**src/rtl/axi4_lite_pkg.sv**
```systemverilog
// -----------------------------------------------------------------------------
// axi4_lite_pkg
// Shared definitions for the AXI4-Lite register file: response codes, write and
// read state encodings, and a constant clog2 helper used to size the word index.
// No ports.
// -----------------------------------------------------------------------------
package axi4_lite_pkg;

  localparam logic [1:0] RESP_OKAY   = 2'b00;
  localparam logic [1:0] RESP_SLVERR = 2'b10;

  typedef enum logic {
    WR_COLLECT = 1'b0,
    WR_RESP    = 1'b1
  } wr_state_e;

  // RD_WAIT is only reachable when the read data pipeline stage is enabled.
  typedef enum logic [1:0] {
    RD_IDLE = 2'd0,
    RD_WAIT = 2'd1,
    RD_DATA = 2'd2
  } rd_state_e;

  function automatic int clog2(input int value);
    int result;
    result = 0;
    while ((1 << result) < value) result++;
    return result;
  endfunction

endpackage

```
**src/rtl/axi4_lite_regfile_if.sv**
```systemverilog
// -----------------------------------------------------------------------------
// axi4_lite_regfile_if
// AXI4-Lite bus bundle (AW, W, B, AR, R channels) for the register file.
//   slave  modport : used by axi4_lite_regfile
//   master modport : used by whatever drives the bus (interconnect, bench)
// Parameters: ADDRESS_WIDTH (byte address width), DATA_WIDTH (32 or 64).
// -----------------------------------------------------------------------------
interface axi4_lite_regfile_if #(
  parameter int ADDRESS_WIDTH = 32,
  parameter int DATA_WIDTH    = 32
);

  logic [ADDRESS_WIDTH-1:0]  S_AXI_AWADDR;
  logic                      S_AXI_AWVALID;
  logic                      S_AXI_AWREADY;
  logic [DATA_WIDTH-1:0]     S_AXI_WDATA;
  logic [DATA_WIDTH/8-1:0]   S_AXI_WSTRB;
  logic                      S_AXI_WVALID;
  logic                      S_AXI_WREADY;
  logic [1:0]                S_AXI_BRESP;
  logic                      S_AXI_BVALID;
  logic                      S_AXI_BREADY;
  logic [ADDRESS_WIDTH-1:0]  S_AXI_ARADDR;
  logic                      S_AXI_ARVALID;
  logic                      S_AXI_ARREADY;
  logic [DATA_WIDTH-1:0]     S_AXI_RDATA;
  logic [1:0]                S_AXI_RRESP;
  logic                      S_AXI_RVALID;
  logic                      S_AXI_RREADY;

  modport slave (
    input  S_AXI_AWADDR, S_AXI_AWVALID, S_AXI_WDATA, S_AXI_WSTRB, S_AXI_WVALID,
           S_AXI_BREADY, S_AXI_ARADDR, S_AXI_ARVALID, S_AXI_RREADY,
    output S_AXI_AWREADY, S_AXI_WREADY, S_AXI_BRESP, S_AXI_BVALID,
           S_AXI_ARREADY, S_AXI_RDATA, S_AXI_RRESP, S_AXI_RVALID
  );

  modport master (
    output S_AXI_AWADDR, S_AXI_AWVALID, S_AXI_WDATA, S_AXI_WSTRB, S_AXI_WVALID,
           S_AXI_BREADY, S_AXI_ARADDR, S_AXI_ARVALID, S_AXI_RREADY,
    input  S_AXI_AWREADY, S_AXI_WREADY, S_AXI_BRESP, S_AXI_BVALID,
           S_AXI_ARREADY, S_AXI_RDATA, S_AXI_RRESP, S_AXI_RVALID
  );

endinterface

```
**src/rtl/axi4_lite_wr_join.sv**
```systemverilog
// -----------------------------------------------------------------------------
// axi4_lite_wr_join
// Joins the AW and W channels, which may arrive in either order or together.
// Each channel has a one-entry holding slot; a channel's READY is high while the
// write path is collecting and its slot is empty. o_commit fires on the edge at
// which both an address and data are available (held or arriving), and the
// o_addr/o_data/o_strb outputs bypass the slot when the value arrives that cycle.
// Ports:
//   clk, rst              : clock, asynchronous active-high reset
//   i_collect             : write path is in its collecting state (and not in reset)
//   i_aw*/i_w*            : incoming AW / W channel signals
//   o_awready, o_wready   : channel ready outputs
//   o_commit              : write commits at the coming edge
//   o_addr/o_data/o_strb  : effective write address / data / byte enables
// -----------------------------------------------------------------------------
module axi4_lite_wr_join #(
  parameter int ADDRESS_WIDTH = 32,
  parameter int DATA_WIDTH    = 32
) (
  input  logic                      clk,
  input  logic                      rst,
  input  logic                      i_collect,
  input  logic [ADDRESS_WIDTH-1:0]  i_awaddr,
  input  logic                      i_awvalid,
  input  logic [DATA_WIDTH-1:0]     i_wdata,
  input  logic [DATA_WIDTH/8-1:0]   i_wstrb,
  input  logic                      i_wvalid,
  output logic                      o_awready,
  output logic                      o_wready,
  output logic                      o_commit,
  output logic [ADDRESS_WIDTH-1:0]  o_addr,
  output logic [DATA_WIDTH-1:0]     o_data,
  output logic [DATA_WIDTH/8-1:0]   o_strb
);

  logic                      r_aw_full;
  logic [ADDRESS_WIDTH-1:0]  r_aw_addr;
  logic                      r_w_full;
  logic [DATA_WIDTH-1:0]     r_w_data;
  logic [DATA_WIDTH/8-1:0]   r_w_strb;

  logic w_aw_hs;
  logic w_w_hs;
  logic w_aw_have;
  logic w_w_have;

  assign o_awready = i_collect && !r_aw_full;
  assign o_wready  = i_collect && !r_w_full;
  assign w_aw_hs   = i_awvalid && o_awready;
  assign w_w_hs    = i_wvalid && o_wready;
  assign w_aw_have = r_aw_full || w_aw_hs;
  assign w_w_have  = r_w_full || w_w_hs;
  assign o_commit  = i_collect && w_aw_have && w_w_have;

  assign o_addr = r_aw_full ? r_aw_addr : i_awaddr;
  assign o_data = r_w_full  ? r_w_data  : i_wdata;
  assign o_strb = r_w_full  ? r_w_strb  : i_wstrb;

  // NOTE: clocked state uses non-blocking (<=) assignments so every flop samples
  // pre-edge values; blocking assignments here would create order-dependent races.
  always_ff @(posedge clk or posedge rst) begin
    if (rst) begin
      r_aw_full <= 1'b0;
      r_aw_addr <= '0;
      r_w_full  <= 1'b0;
      r_w_data  <= '0;
      r_w_strb  <= '0;
    end else if (o_commit) begin
      r_aw_full <= 1'b0;
      r_w_full  <= 1'b0;
    end else begin
      if (w_aw_hs) begin
        r_aw_full <= 1'b1;
        r_aw_addr <= i_awaddr;
      end
      if (w_w_hs) begin
        r_w_full <= 1'b1;
        r_w_data <= i_wdata;
        r_w_strb <= i_wstrb;
      end
    end
  end

endmodule

```
**src/rtl/axi4_lite_regfile.sv**
```systemverilog
// -----------------------------------------------------------------------------
// axi4_lite_regfile
// AXI4-Lite slave register file with independent, concurrent read and write
// paths. Byte addresses are decoded against BASE_ADDR; accesses outside the
// DATA_DEPTH-word window get SLVERR (writes are dropped, reads return 0).
// Ports:
//   ACLK   : clock, rising edge
//   ARESET : asynchronous active-high reset (clears memory and all outputs)
//   s_axi  : AXI4-Lite slave bus (axi4_lite_regfile_if.slave)
// Build option:
//   AXIL_RD_PIPE_EN : adds a register stage on read data; RVALID rises two
//                     cycles after the AR handshake and memory is sampled on
//                     the edge after the handshake.
// -----------------------------------------------------------------------------
module axi4_lite_regfile
  import axi4_lite_pkg::*;
#(
  parameter int ADDRESS_WIDTH = 32,
  parameter int DATA_WIDTH    = 32,
  parameter int DATA_DEPTH    = 32,
  parameter logic [ADDRESS_WIDTH-1:0] BASE_ADDR = '0
) (
  input logic                ACLK,
  input logic                ARESET,
  axi4_lite_regfile_if.slave s_axi
);

  localparam int STRB_W     = DATA_WIDTH / 8;
  localparam int BYTE_SHIFT = clog2(STRB_W);
  localparam int IDX_W      = clog2(DATA_DEPTH);
  localparam logic [ADDRESS_WIDTH-1:0] DEPTH_A = ADDRESS_WIDTH'(DATA_DEPTH);

  // The extra top bit of the offset is the borrow: set when addr < BASE_ADDR.
  function automatic logic addr_in_range(input logic [ADDRESS_WIDTH-1:0] addr);
    logic [ADDRESS_WIDTH:0] off;
    off = {1'b0, addr} - {1'b0, BASE_ADDR};
    return !off[ADDRESS_WIDTH] && ((off[ADDRESS_WIDTH-1:0] >> BYTE_SHIFT) < DEPTH_A);
  endfunction

  function automatic logic [IDX_W-1:0] addr_index(input logic [ADDRESS_WIDTH-1:0] addr);
    logic [ADDRESS_WIDTH-1:0] word;
    word = (addr - BASE_ADDR) >> BYTE_SHIFT;
    return word[IDX_W-1:0];
  endfunction

  logic [DATA_WIDTH-1:0] r_mem [DATA_DEPTH];

  // ---------------------------------------------------------------- write path
  wr_state_e r_wr_state;
  wr_state_e w_wr_next;
  logic      w_wr_collect;
  logic      w_bvalid;
  logic      w_wr_commit;
  logic [ADDRESS_WIDTH-1:0] w_wr_addr;
  logic [DATA_WIDTH-1:0]    w_wr_data;
  logic [STRB_W-1:0]        w_wr_strb;
  logic                     w_wr_ok;
  logic [IDX_W-1:0]         w_wr_idx;
  logic [1:0]               r_bresp;

  axi4_lite_wr_join #(
    .ADDRESS_WIDTH (ADDRESS_WIDTH),
    .DATA_WIDTH    (DATA_WIDTH)
  ) u_wr_join (
    .clk       (ACLK),
    .rst       (ARESET),
    .i_collect (w_wr_collect),
    .i_awaddr  (s_axi.S_AXI_AWADDR),
    .i_awvalid (s_axi.S_AXI_AWVALID),
    .i_wdata   (s_axi.S_AXI_WDATA),
    .i_wstrb   (s_axi.S_AXI_WSTRB),
    .i_wvalid  (s_axi.S_AXI_WVALID),
    .o_awready (s_axi.S_AXI_AWREADY),
    .o_wready  (s_axi.S_AXI_WREADY),
    .o_commit  (w_wr_commit),
    .o_addr    (w_wr_addr),
    .o_data    (w_wr_data),
    .o_strb    (w_wr_strb)
  );

  assign w_wr_ok  = addr_in_range(w_wr_addr);
  assign w_wr_idx = addr_index(w_wr_addr);

  always_ff @(posedge ACLK or posedge ARESET) begin
    if (ARESET) r_wr_state <= WR_COLLECT;
    else        r_wr_state <= w_wr_next;
  end

  // NOTE: every combinational output gets a default before the case so no path
  // leaves it unassigned, which would otherwise infer a latch.
  always_comb begin
    w_wr_next = r_wr_state;
    case (r_wr_state)
      WR_COLLECT: if (w_wr_commit)          w_wr_next = WR_RESP;
      WR_RESP:    if (s_axi.S_AXI_BREADY)   w_wr_next = WR_COLLECT;
      default:                              w_wr_next = WR_COLLECT;
    endcase
  end

  // Readies are held low while reset is asserted, so every output reads 0.
  always_comb begin
    w_wr_collect = 1'b0;
    w_bvalid     = 1'b0;
    case (r_wr_state)
      WR_COLLECT: w_wr_collect = !ARESET;
      WR_RESP:    w_bvalid     = 1'b1;
      default:    ;
    endcase
  end

  // NOTE: the register array is reset with everything else because software
  // relies on all registers reading 0 after reset; this keeps it in flops.
  always_ff @(posedge ACLK or posedge ARESET) begin
    if (ARESET) begin
      for (int i = 0; i < DATA_DEPTH; i++) r_mem[i] <= '0;
      r_bresp <= RESP_OKAY;
    end else if (w_wr_commit) begin
      r_bresp <= w_wr_ok ? RESP_OKAY : RESP_SLVERR;
      if (w_wr_ok) begin
        for (int b = 0; b < STRB_W; b++) begin
          if (w_wr_strb[b]) r_mem[w_wr_idx][8*b +: 8] <= w_wr_data[8*b +: 8];
        end
      end
    end
  end

  assign s_axi.S_AXI_BVALID = w_bvalid;
  assign s_axi.S_AXI_BRESP  = r_bresp;

  // ----------------------------------------------------------------- read path
  rd_state_e             r_rd_state;
  rd_state_e             w_rd_next;
  logic                  w_arready;
  logic                  w_rvalid;
  logic                  w_ar_hs;
  logic                  w_rd_ok;
  logic [IDX_W-1:0]      w_rd_idx;
  logic [DATA_WIDTH-1:0] r_rdata;
  logic [1:0]            r_rresp;

  assign w_ar_hs  = s_axi.S_AXI_ARVALID && w_arready;
  assign w_rd_ok  = addr_in_range(s_axi.S_AXI_ARADDR);
  assign w_rd_idx = addr_index(s_axi.S_AXI_ARADDR);

  always_ff @(posedge ACLK or posedge ARESET) begin
    if (ARESET) r_rd_state <= RD_IDLE;
    else        r_rd_state <= w_rd_next;
  end

  always_comb begin
    w_rd_next = r_rd_state;
    case (r_rd_state)
`ifdef AXIL_RD_PIPE_EN
      RD_IDLE: if (w_ar_hs)             w_rd_next = RD_WAIT;
`else
      RD_IDLE: if (w_ar_hs)             w_rd_next = RD_DATA;
`endif
      RD_WAIT:                          w_rd_next = RD_DATA;
      RD_DATA: if (s_axi.S_AXI_RREADY)  w_rd_next = RD_IDLE;
      default:                          w_rd_next = RD_IDLE;
    endcase
  end

  always_comb begin
    w_arready = 1'b0;
    w_rvalid  = 1'b0;
    case (r_rd_state)
      RD_IDLE: w_arready = !ARESET;
      RD_DATA: w_rvalid  = 1'b1;
      default: ;
    endcase
  end

`ifdef AXIL_RD_PIPE_EN
  logic             r_rd_ok;
  logic [IDX_W-1:0] r_rd_idx;

  // Address is captured at the handshake; memory is sampled one edge later so
  // a write committing on the handshake edge is already visible.
  always_ff @(posedge ACLK or posedge ARESET) begin
    if (ARESET) begin
      r_rd_ok  <= 1'b0;
      r_rd_idx <= '0;
      r_rdata  <= '0;
      r_rresp  <= RESP_OKAY;
    end else begin
      if (w_ar_hs) begin
        r_rd_ok  <= w_rd_ok;
        r_rd_idx <= w_rd_idx;
      end
      if (r_rd_state == RD_WAIT) begin
        r_rdata <= r_rd_ok ? r_mem[r_rd_idx] : '0;
        r_rresp <= r_rd_ok ? RESP_OKAY : RESP_SLVERR;
      end
    end
  end
`else
  // Sampling at the handshake edge returns the pre-write value when a write to
  // the same word commits on that edge.
  always_ff @(posedge ACLK or posedge ARESET) begin
    if (ARESET) begin
      r_rdata <= '0;
      r_rresp <= RESP_OKAY;
    end else if (w_ar_hs) begin
      r_rdata <= w_rd_ok ? r_mem[w_rd_idx] : '0;
      r_rresp <= w_rd_ok ? RESP_OKAY : RESP_SLVERR;
    end
  end
`endif

  assign s_axi.S_AXI_ARREADY = w_arready;
  assign s_axi.S_AXI_RVALID  = w_rvalid;
  assign s_axi.S_AXI_RDATA   = r_rdata;
  assign s_axi.S_AXI_RRESP   = r_rresp;

endmodule

```
**src/flat_wrapper.sv**
```systemverilog
// flat-port wrapper written by rule: the top's interface ports become plain ports
module axi4_lite_regfile_flat import axi4_lite_pkg::*;
#(
  parameter int ADDRESS_WIDTH = 32,
  parameter int DATA_WIDTH    = 32,
  parameter int DATA_DEPTH    = 32,
  parameter logic [ADDRESS_WIDTH-1:0] BASE_ADDR = '0
)
  (ACLK, ARESET, s_axi_S_AXI_AWADDR, s_axi_S_AXI_AWVALID, s_axi_S_AXI_WDATA, s_axi_S_AXI_WSTRB, s_axi_S_AXI_WVALID, s_axi_S_AXI_BREADY, s_axi_S_AXI_ARADDR, s_axi_S_AXI_ARVALID, s_axi_S_AXI_RREADY, s_axi_S_AXI_AWREADY, s_axi_S_AXI_WREADY, s_axi_S_AXI_BRESP, s_axi_S_AXI_BVALID, s_axi_S_AXI_ARREADY, s_axi_S_AXI_RDATA, s_axi_S_AXI_RRESP, s_axi_S_AXI_RVALID);
  axi4_lite_regfile_if #(.ADDRESS_WIDTH(ADDRESS_WIDTH), .DATA_WIDTH(DATA_WIDTH)) s_axi_i ();
  input logic ACLK;
  input logic ARESET;
  input wire logic [$bits(s_axi_i.S_AXI_AWADDR)-1:0] s_axi_S_AXI_AWADDR;
  input wire logic [$bits(s_axi_i.S_AXI_AWVALID)-1:0] s_axi_S_AXI_AWVALID;
  input wire logic [$bits(s_axi_i.S_AXI_WDATA)-1:0] s_axi_S_AXI_WDATA;
  input wire logic [$bits(s_axi_i.S_AXI_WSTRB)-1:0] s_axi_S_AXI_WSTRB;
  input wire logic [$bits(s_axi_i.S_AXI_WVALID)-1:0] s_axi_S_AXI_WVALID;
  input wire logic [$bits(s_axi_i.S_AXI_BREADY)-1:0] s_axi_S_AXI_BREADY;
  input wire logic [$bits(s_axi_i.S_AXI_ARADDR)-1:0] s_axi_S_AXI_ARADDR;
  input wire logic [$bits(s_axi_i.S_AXI_ARVALID)-1:0] s_axi_S_AXI_ARVALID;
  input wire logic [$bits(s_axi_i.S_AXI_RREADY)-1:0] s_axi_S_AXI_RREADY;
  output wire logic [$bits(s_axi_i.S_AXI_AWREADY)-1:0] s_axi_S_AXI_AWREADY;
  output wire logic [$bits(s_axi_i.S_AXI_WREADY)-1:0] s_axi_S_AXI_WREADY;
  output wire logic [$bits(s_axi_i.S_AXI_BRESP)-1:0] s_axi_S_AXI_BRESP;
  output wire logic [$bits(s_axi_i.S_AXI_BVALID)-1:0] s_axi_S_AXI_BVALID;
  output wire logic [$bits(s_axi_i.S_AXI_ARREADY)-1:0] s_axi_S_AXI_ARREADY;
  output wire logic [$bits(s_axi_i.S_AXI_RDATA)-1:0] s_axi_S_AXI_RDATA;
  output wire logic [$bits(s_axi_i.S_AXI_RRESP)-1:0] s_axi_S_AXI_RRESP;
  output wire logic [$bits(s_axi_i.S_AXI_RVALID)-1:0] s_axi_S_AXI_RVALID;
  assign s_axi_i.S_AXI_AWADDR = s_axi_S_AXI_AWADDR;
  assign s_axi_i.S_AXI_AWVALID = s_axi_S_AXI_AWVALID;
  assign s_axi_i.S_AXI_WDATA = s_axi_S_AXI_WDATA;
  assign s_axi_i.S_AXI_WSTRB = s_axi_S_AXI_WSTRB;
  assign s_axi_i.S_AXI_WVALID = s_axi_S_AXI_WVALID;
  assign s_axi_i.S_AXI_BREADY = s_axi_S_AXI_BREADY;
  assign s_axi_i.S_AXI_ARADDR = s_axi_S_AXI_ARADDR;
  assign s_axi_i.S_AXI_ARVALID = s_axi_S_AXI_ARVALID;
  assign s_axi_i.S_AXI_RREADY = s_axi_S_AXI_RREADY;
  assign s_axi_S_AXI_AWREADY = s_axi_i.S_AXI_AWREADY;
  assign s_axi_S_AXI_WREADY = s_axi_i.S_AXI_WREADY;
  assign s_axi_S_AXI_BRESP = s_axi_i.S_AXI_BRESP;
  assign s_axi_S_AXI_BVALID = s_axi_i.S_AXI_BVALID;
  assign s_axi_S_AXI_ARREADY = s_axi_i.S_AXI_ARREADY;
  assign s_axi_S_AXI_RDATA = s_axi_i.S_AXI_RDATA;
  assign s_axi_S_AXI_RRESP = s_axi_i.S_AXI_RRESP;
  assign s_axi_S_AXI_RVALID = s_axi_i.S_AXI_RVALID;
  axi4_lite_regfile #(.ADDRESS_WIDTH(ADDRESS_WIDTH), .DATA_WIDTH(DATA_WIDTH), .DATA_DEPTH(DATA_DEPTH), .BASE_ADDR(BASE_ADDR)) u_core (.ACLK(ACLK), .ARESET(ARESET), .s_axi(s_axi_i));
endmodule
```
**config.mk**
```make
export PLATFORM = sky130hd
export DESIGN_NAME = axi4_lite_regfile_flat
export DESIGN_NICKNAME = d
export VERILOG_FILES = /design/src/rtl/axi4_lite_pkg.sv /design/src/rtl/axi4_lite_regfile_if.sv /design/src/rtl/axi4_lite_wr_join.sv /design/src/rtl/axi4_lite_regfile.sv /design/src/flat_wrapper.sv
export SDC_FILE = /design/constraint.sdc
export NUM_CORES = 2
export LEC_CHECK = 0
export CORE_ASPECT_RATIO = 0.7
export CORE_MARGIN = 8
export CORE_UTILIZATION = 65
export CTS_CLUSTER_DIAMETER = 30
export DETAILED_ROUTE_END_ITERATION = 7
export PLACE_DENSITY = 0.83
export SLEW_MARGIN = 5
export SYNTH_ARGS = -nofsm -noshare
export SYNTH_HDL_FRONTEND = slang
export SYNTH_HIERARCHICAL = 1
export SYNTH_SLANG_ARGS = --single-unit
export TNS_END_PERCENT = 1
```
**constraint.sdc**
```tcl
create_clock -name ACLK -period 86.7 [get_ports ACLK]
set_input_delay 8.67 -clock ACLK [delete_from_list [all_inputs] [get_ports ACLK]]
set_output_delay 8.67 -clock ACLK [all_outputs]
set_load 0.05 [all_outputs]
```
Yosys cells after proc, flatten, opt, wreduce, memory -nomap -nowiden:

Index checks and enable logic that the tools add are counted.

* register bits: 1133
* output and inout port bits: 41

* magnitude comparators: 5
* equal/unequal tests: 4
* mux-type cells: 45
* bitwise gates (word level): 4
* reductions and logical operators: 20

Operators by type and width (number)
* $mux 1024: 10
* $bwmux 1024: 4
* $demux 32 s5: 4
* $mux 32: 6
* $bmux 32 s5: 1
* $lt 30x6->1 const B: 2
* $mux 24: 1
* $mux 16: 1
* $ge 6x6->1 const B: 2
* $not 5->6: 2
* $mux 1: 10
* $logic_and 1x1->1: 8
* $mux 2: 4
* $mux 8: 1
* $reduce_and 2->1: 4
* $lt 6x1->1 const B: 1
* $pmux 2 s3: 1
* $mux 4: 1
* $reduce_bool 2->1: 2
* $logic_not 1->1: 3
* $eq 2x1->1 const B: 1
* $eq 2x2->1 const B: 1
* $logic_not 2->1: 1
* $logic_or 1x1->1: 2
* other kinds (4): 5

Longest topological paths before layout:

* word-level depth: 20
* mapped depth: 10
* gate-level depth less buffers: 8

Hierarchy:

The synthesis kept the hierarchy.

By module, submodules not included
* axi4_lite_regfile: instances 1, cells each 3288, area each 50767.4 um2, sequential area each 26525.4 um2
* axi4_lite_wr_join: instances 1, cells each 234, area each 3646.0 um2, sequential area each 1751.7 um2

Least setup slack after synthesis:

No wires, ideal clock.

* path kind: input -> output
* start point: input port ARESET
* end point: output port s_axi_S_AXI_AWREADY
* arrival time: 9.576 ns
* path slack: 68.454 ns
* cell stages on the path: 2
* cell sequence: nor2_1 -> nor2b_1

* cells in the longest elaborated chain, start to end: 3

Ends and longest elaborated chain
* start: declaration: RTL line flat_wrapper.sv:12 `input logic ARESET;`
* $logic_not 1->1 (no source line)
* $mux 1: RTL line axi4_lite_regfile.sv:104 `case (r_wr_state)`
* $logic_and 1x1->1: RTL line axi4_lite_wr_join.sv:47 `assign o_awready = i_collect && !r_aw_full;`
* end: declaration: RTL line flat_wrapper.sv:22 `output wire logic [$bits(s_axi_i.S_AXI_AWREADY)-1:0] s_axi_S_AXI_AWREADY;`

No other way between the ends.

Worst setup path after layout:

* start point: input port ARESET
* end point: output port s_axi_S_AXI_WREADY

* cells in the longest elaborated chain, start to end: 3

Ends and longest elaborated chain
* $logic_not 1->1 (no source line)
* $mux 1: RTL line axi4_lite_regfile.sv:104
* net u_core.w_wr_collect: RTL line axi4_lite_regfile.sv:51 `logic w_wr_collect;`
* $logic_and 1x1->1: RTL line axi4_lite_wr_join.sv:48 `assign o_wready = i_collect && !r_w_full;`
* end: declaration: RTL line flat_wrapper.sv:23 `output wire logic [$bits(s_axi_i.S_AXI_WREADY)-1:0] s_axi_S_AXI_WREADY;`

The timed path passes the listed nets, and every way through them passes these cells.

==> flow_metrics.py <==
metrics = {
    "clock_tree": {
        "cts_htree_levels": 4,
        "post_cts_buffers": 0,
        "cts_buffer_depth": 3,
        "cts_inserted_buffers": 160,
        "cts_tree": "built",
        "hold_buffers": 0,
        "clk_latency_ns": 0.75,
        "cts.clk_slew.worst_paths_ns": 0.05,
        "cts_resized": 0,
        "cts_sinks": 1128,
        "cts-root-buf": "clkbuf_16",
    },
    "timing": {
        "finalSetupViolCount": 0,
        "slew-limit-headroom": 0.206,
        "fin_setup_tns_ns": 0,
        "rsz0062_at_grt": "false",
        "period_share": 0.223,
        "worstMarginPinSlew_ns": 1.19,
        "finalMaxSlewViolations": 0,
        "period_needed_ns": 19.34,
        "finalClockSkew_ns": 0.0296,
        "hold_viol_final": 0,
        "max_freq_mhz": 51.7,
    },
    "global_route": {
        "grt_pass1_wl_um": 220000,
        "grt_usage": 0.306,
        "grt_util_met3": 0.0591,
        "grt_pass1_vias": 35221,
        "gr-usage-met2": 0.473,
        "use_met1": 0.432,
        "top_usage_layer": "met2",
        "grt_overflow_total": 0,
        "grt_max_degree": 172,
        "antenna_found_initial": 0,
    },
    "critical_path": {
        "reg2reg_from": "u_core/u_wr_join/r_w_full$_DFFE_PP0P_",
        "crit_fanout": 5,
        "critPathLaunch": "ARESET",
        "reg2reg_setup_slack_ns": 81.96,
        "start_kind": "input port",
        "endpoint": "s_axi_S_AXI_WREADY",
        "arrival_ns": 10.67,
        "worstSetupPathType": "input port to primary output",
        "worstRegToRegCells": 9,
        "worst_ep_required_time_ns": 78.03,
        "r2r_end": "u_core/r_mem[434]$_DFFE_PP0P_",
        "end_kind": "primary output",
    },
    "routing": {
        "drc": 0,
        "first_pass_iters": 5,
        "wirelength_um": 142000,
        "drtIter0Drc": 3068,
        "viasPerCell": 6.74,
        "ant_nets": 0,
        "vias": 32549,
        "wl_per_cell_um": 29.4,
    },
    "power": {
        "pwr_density_cell_mw_per_mm2": 22.5,
        "ir_drop_v": 0.0000269,
        "switching_power_uw": 399,
        "sw_frac_of_total": 0.288,
        "p_leak_nw": 31.7,
        "combPwrFrac": 0.135,
        "clkPwrFrac": 0.467,
        "p_seq_frac": 0.398,
        "power.internal_uw": 986,
    },
    "floorplan": {
        "rows": 88,
        "die_y_um": 258,
        "coreArea_mm2": 0.0826,
        "chipWidth_um": 361,
        "start_util": 0.658,
        "die-area_mm2": 0.0932,
        "pin_count": 148,
    },
    "place": {
        "port_buffers": 141,
        "dp.cells": 4529,
        "place.gp.congestion": 0.822,
        "hpwl_um": 88300,
    },
    "final_layout": {
        "final_cells": 4827,
        "drive_gt1_frac": 0.470,
        "fin_nets": 3718,
        "area_delta_synth_final_pct": 13.3,
        "filler_cell_count": 4815,
    },
    "synth": {
        "avgSynthCellArea_um2": 15.4,
        "syn_area_mm2": 0.0543,
        "yosys_warnings": 6,
        "syn_inst": 3516,
    },
    "job": {
        "cap_violations": 0,
    },
    "status": {
        "status": "completed",
    },
    "min_path": {
        "hp-class": "flop to flop",
    },
}
[placed cells by master (no fill, tap or decap), types with 4 or more instances in the layout]
cell / count
clkinv_2: 22
o221ai_1: 29
mux4_2: 160
inv_1: 4
inv_8: 8
clkbuf_8: 15
a22oi_1: 16
nand4_1: 8
nor4_1: 10
clkinvlp_4: 22
nor2b_4: 5
nor2_8: 120
inv_6: 27
dfrtp_1: 1127
buf_4: 41
nand3_4: 5
nor2_1: 8
nand2_1: 104
a22o_1: 24
mux2_2: 994
clkbuf_1: 13
nor2_4: 9
a211oi_1: 51
mux2_4: 92
a221oi_1: 58
bufinv_16: 8
a21oi_1: 74
a221oi_2: 8
clkdlybuf4s50_1: 136
nor2b_1: 27
mux2_1: 94
nand2_2: 22
clkinv_4: 18
mux2i_1: 176
clkbuf_16: 165
o2111a_1: 8
[power by group through the flow]
| stage | logic, mW | registers (mW) | clock network (mW) |
|---|---|---|---|
| 2_1_floorplan | 0.130 | 0.559 | 0 |
| 3_3_place_gp | 0.173 | 0.558 | 0 |
| 3_5_place_dp | 0.182 | 0.560 | 0 |
| 4_1_cts | 0.184 | 0.551 | 0.654 |
| 5_1_grt | 0.196 | 0.552 | 0.677 |
| 6_report | 0.188 | 0.551 | 0.646 |
[registers in the layout, summed over array words and instances (netlist names)]
name,flops
u_core/u_wr_join/r_aw_full,1
u_core/s_axi.S_AXI_RRESP,1
u_core/s_axi.S_AXI_RDATA,32
u_core/s_axi.S_AXI_BRESP,1
u_core/u_wr_join/r_w_full,1
u_core/u_wr_join/r_w_data,32
u_core/u_wr_join/r_w_strb,4
u_core/r_wr_state,1
u_core/r_mem,1024
u_core/u_wr_join/r_aw_addr,30
u_core/r_rd_state,1
[worst min path at each step]
stage,from,endpoint,slack [ns],depth (start not counted)
6_report,u_core/r_mem[120]$_DFFE_PP0P_,u_core/r_mem[120]$_DFFE_PP0P_,0.48,1
4_1_cts,u_core/r_mem[120]$_DFFE_PP0P_,u_core/r_mem[120]$_DFFE_PP0P_,0.48,1
2_1_floorplan,u_core/r_mem[120]$_DFFE_PP0P_,u_core/r_mem[120]$_DFFE_PP0P_,0.45,1
3_5_place_dp,u_core/r_mem[120]$_DFFE_PP0P_,u_core/r_mem[120]$_DFFE_PP0P_,0.47,1
5_1_grt,u_core/r_mem[245]$_DFFE_PP0P_,u_core/r_mem[245]$_DFFE_PP0P_,0.50,1
3_3_place_gp,u_core/r_mem[543]$_DFFE_PP0P_,u_core/r_mem[543]$_DFFE_PP0P_,0.46,1
[routing by layer]
layer | up-vias | wire [um] | part of all wire
li1 | 13340 | - | -
met1 | 17518 | 60000 | 0.42
met2 | 1362 | 66400 | 0.47
met3 | 329 | 10400 | 0.073
met4 | 0 | 5410 | 0.038
met5 | - | 0 | 0
[cell type report]
| type | count | area (um2) | area share |
|---|---|---|---|
| Clock buffer | 193 | 4380 | 0.0713 |
| Multi-Input combinational cell | 2133 | 24800 | 0.403 |
| Clock inverter | 104 | 1000 | 0.0162 |
| Timing Repair Buffer | 182 | 1730 | 0.0281 |
| Tap cell | 1080 | 1350 | 0.0220 |
| Inverter | 6 | 31.3 | 0.000508 |
| Sequential cell | 1128 | 28200 | 0.459 |
| Antenna cell | 1 | 2.50 | 0.0000407 |
[critical path, stage by stage]
cell and delay (ns):
clkdlybuf4s50_1 0.59, nor2_1 0.33, nor2b_4 0.25, clkdlybuf4s50_1 0.83
[stage by stage]
| step | power [mW] | hold slack [ns] | setup slack [ns] | util | instance area [um2] |
|---|---|---|---|---|---|
| 6_report | 1.38 | 0.485 | 67.36 | 0.745 | 61500 |
| 2_1_floorplan | 0.689 | 0.452 | 48.19 | - | 54300 |
| 4_1_cts | 1.39 | 0.483 | 67.39 | 0.745 | 61500 |
| 3_3_place_gp | 0.732 | 0.462 | 67.45 | 0.680 | 56100 |
| 3_5_place_dp | 0.742 | 0.471 | 67.39 | 0.680 | 56100 |
| 5_1_grt | 1.43 | 0.497 | 67.33 | 0.745 | 61500 |
Note: power is estimated with default switching activity, not from simulation.
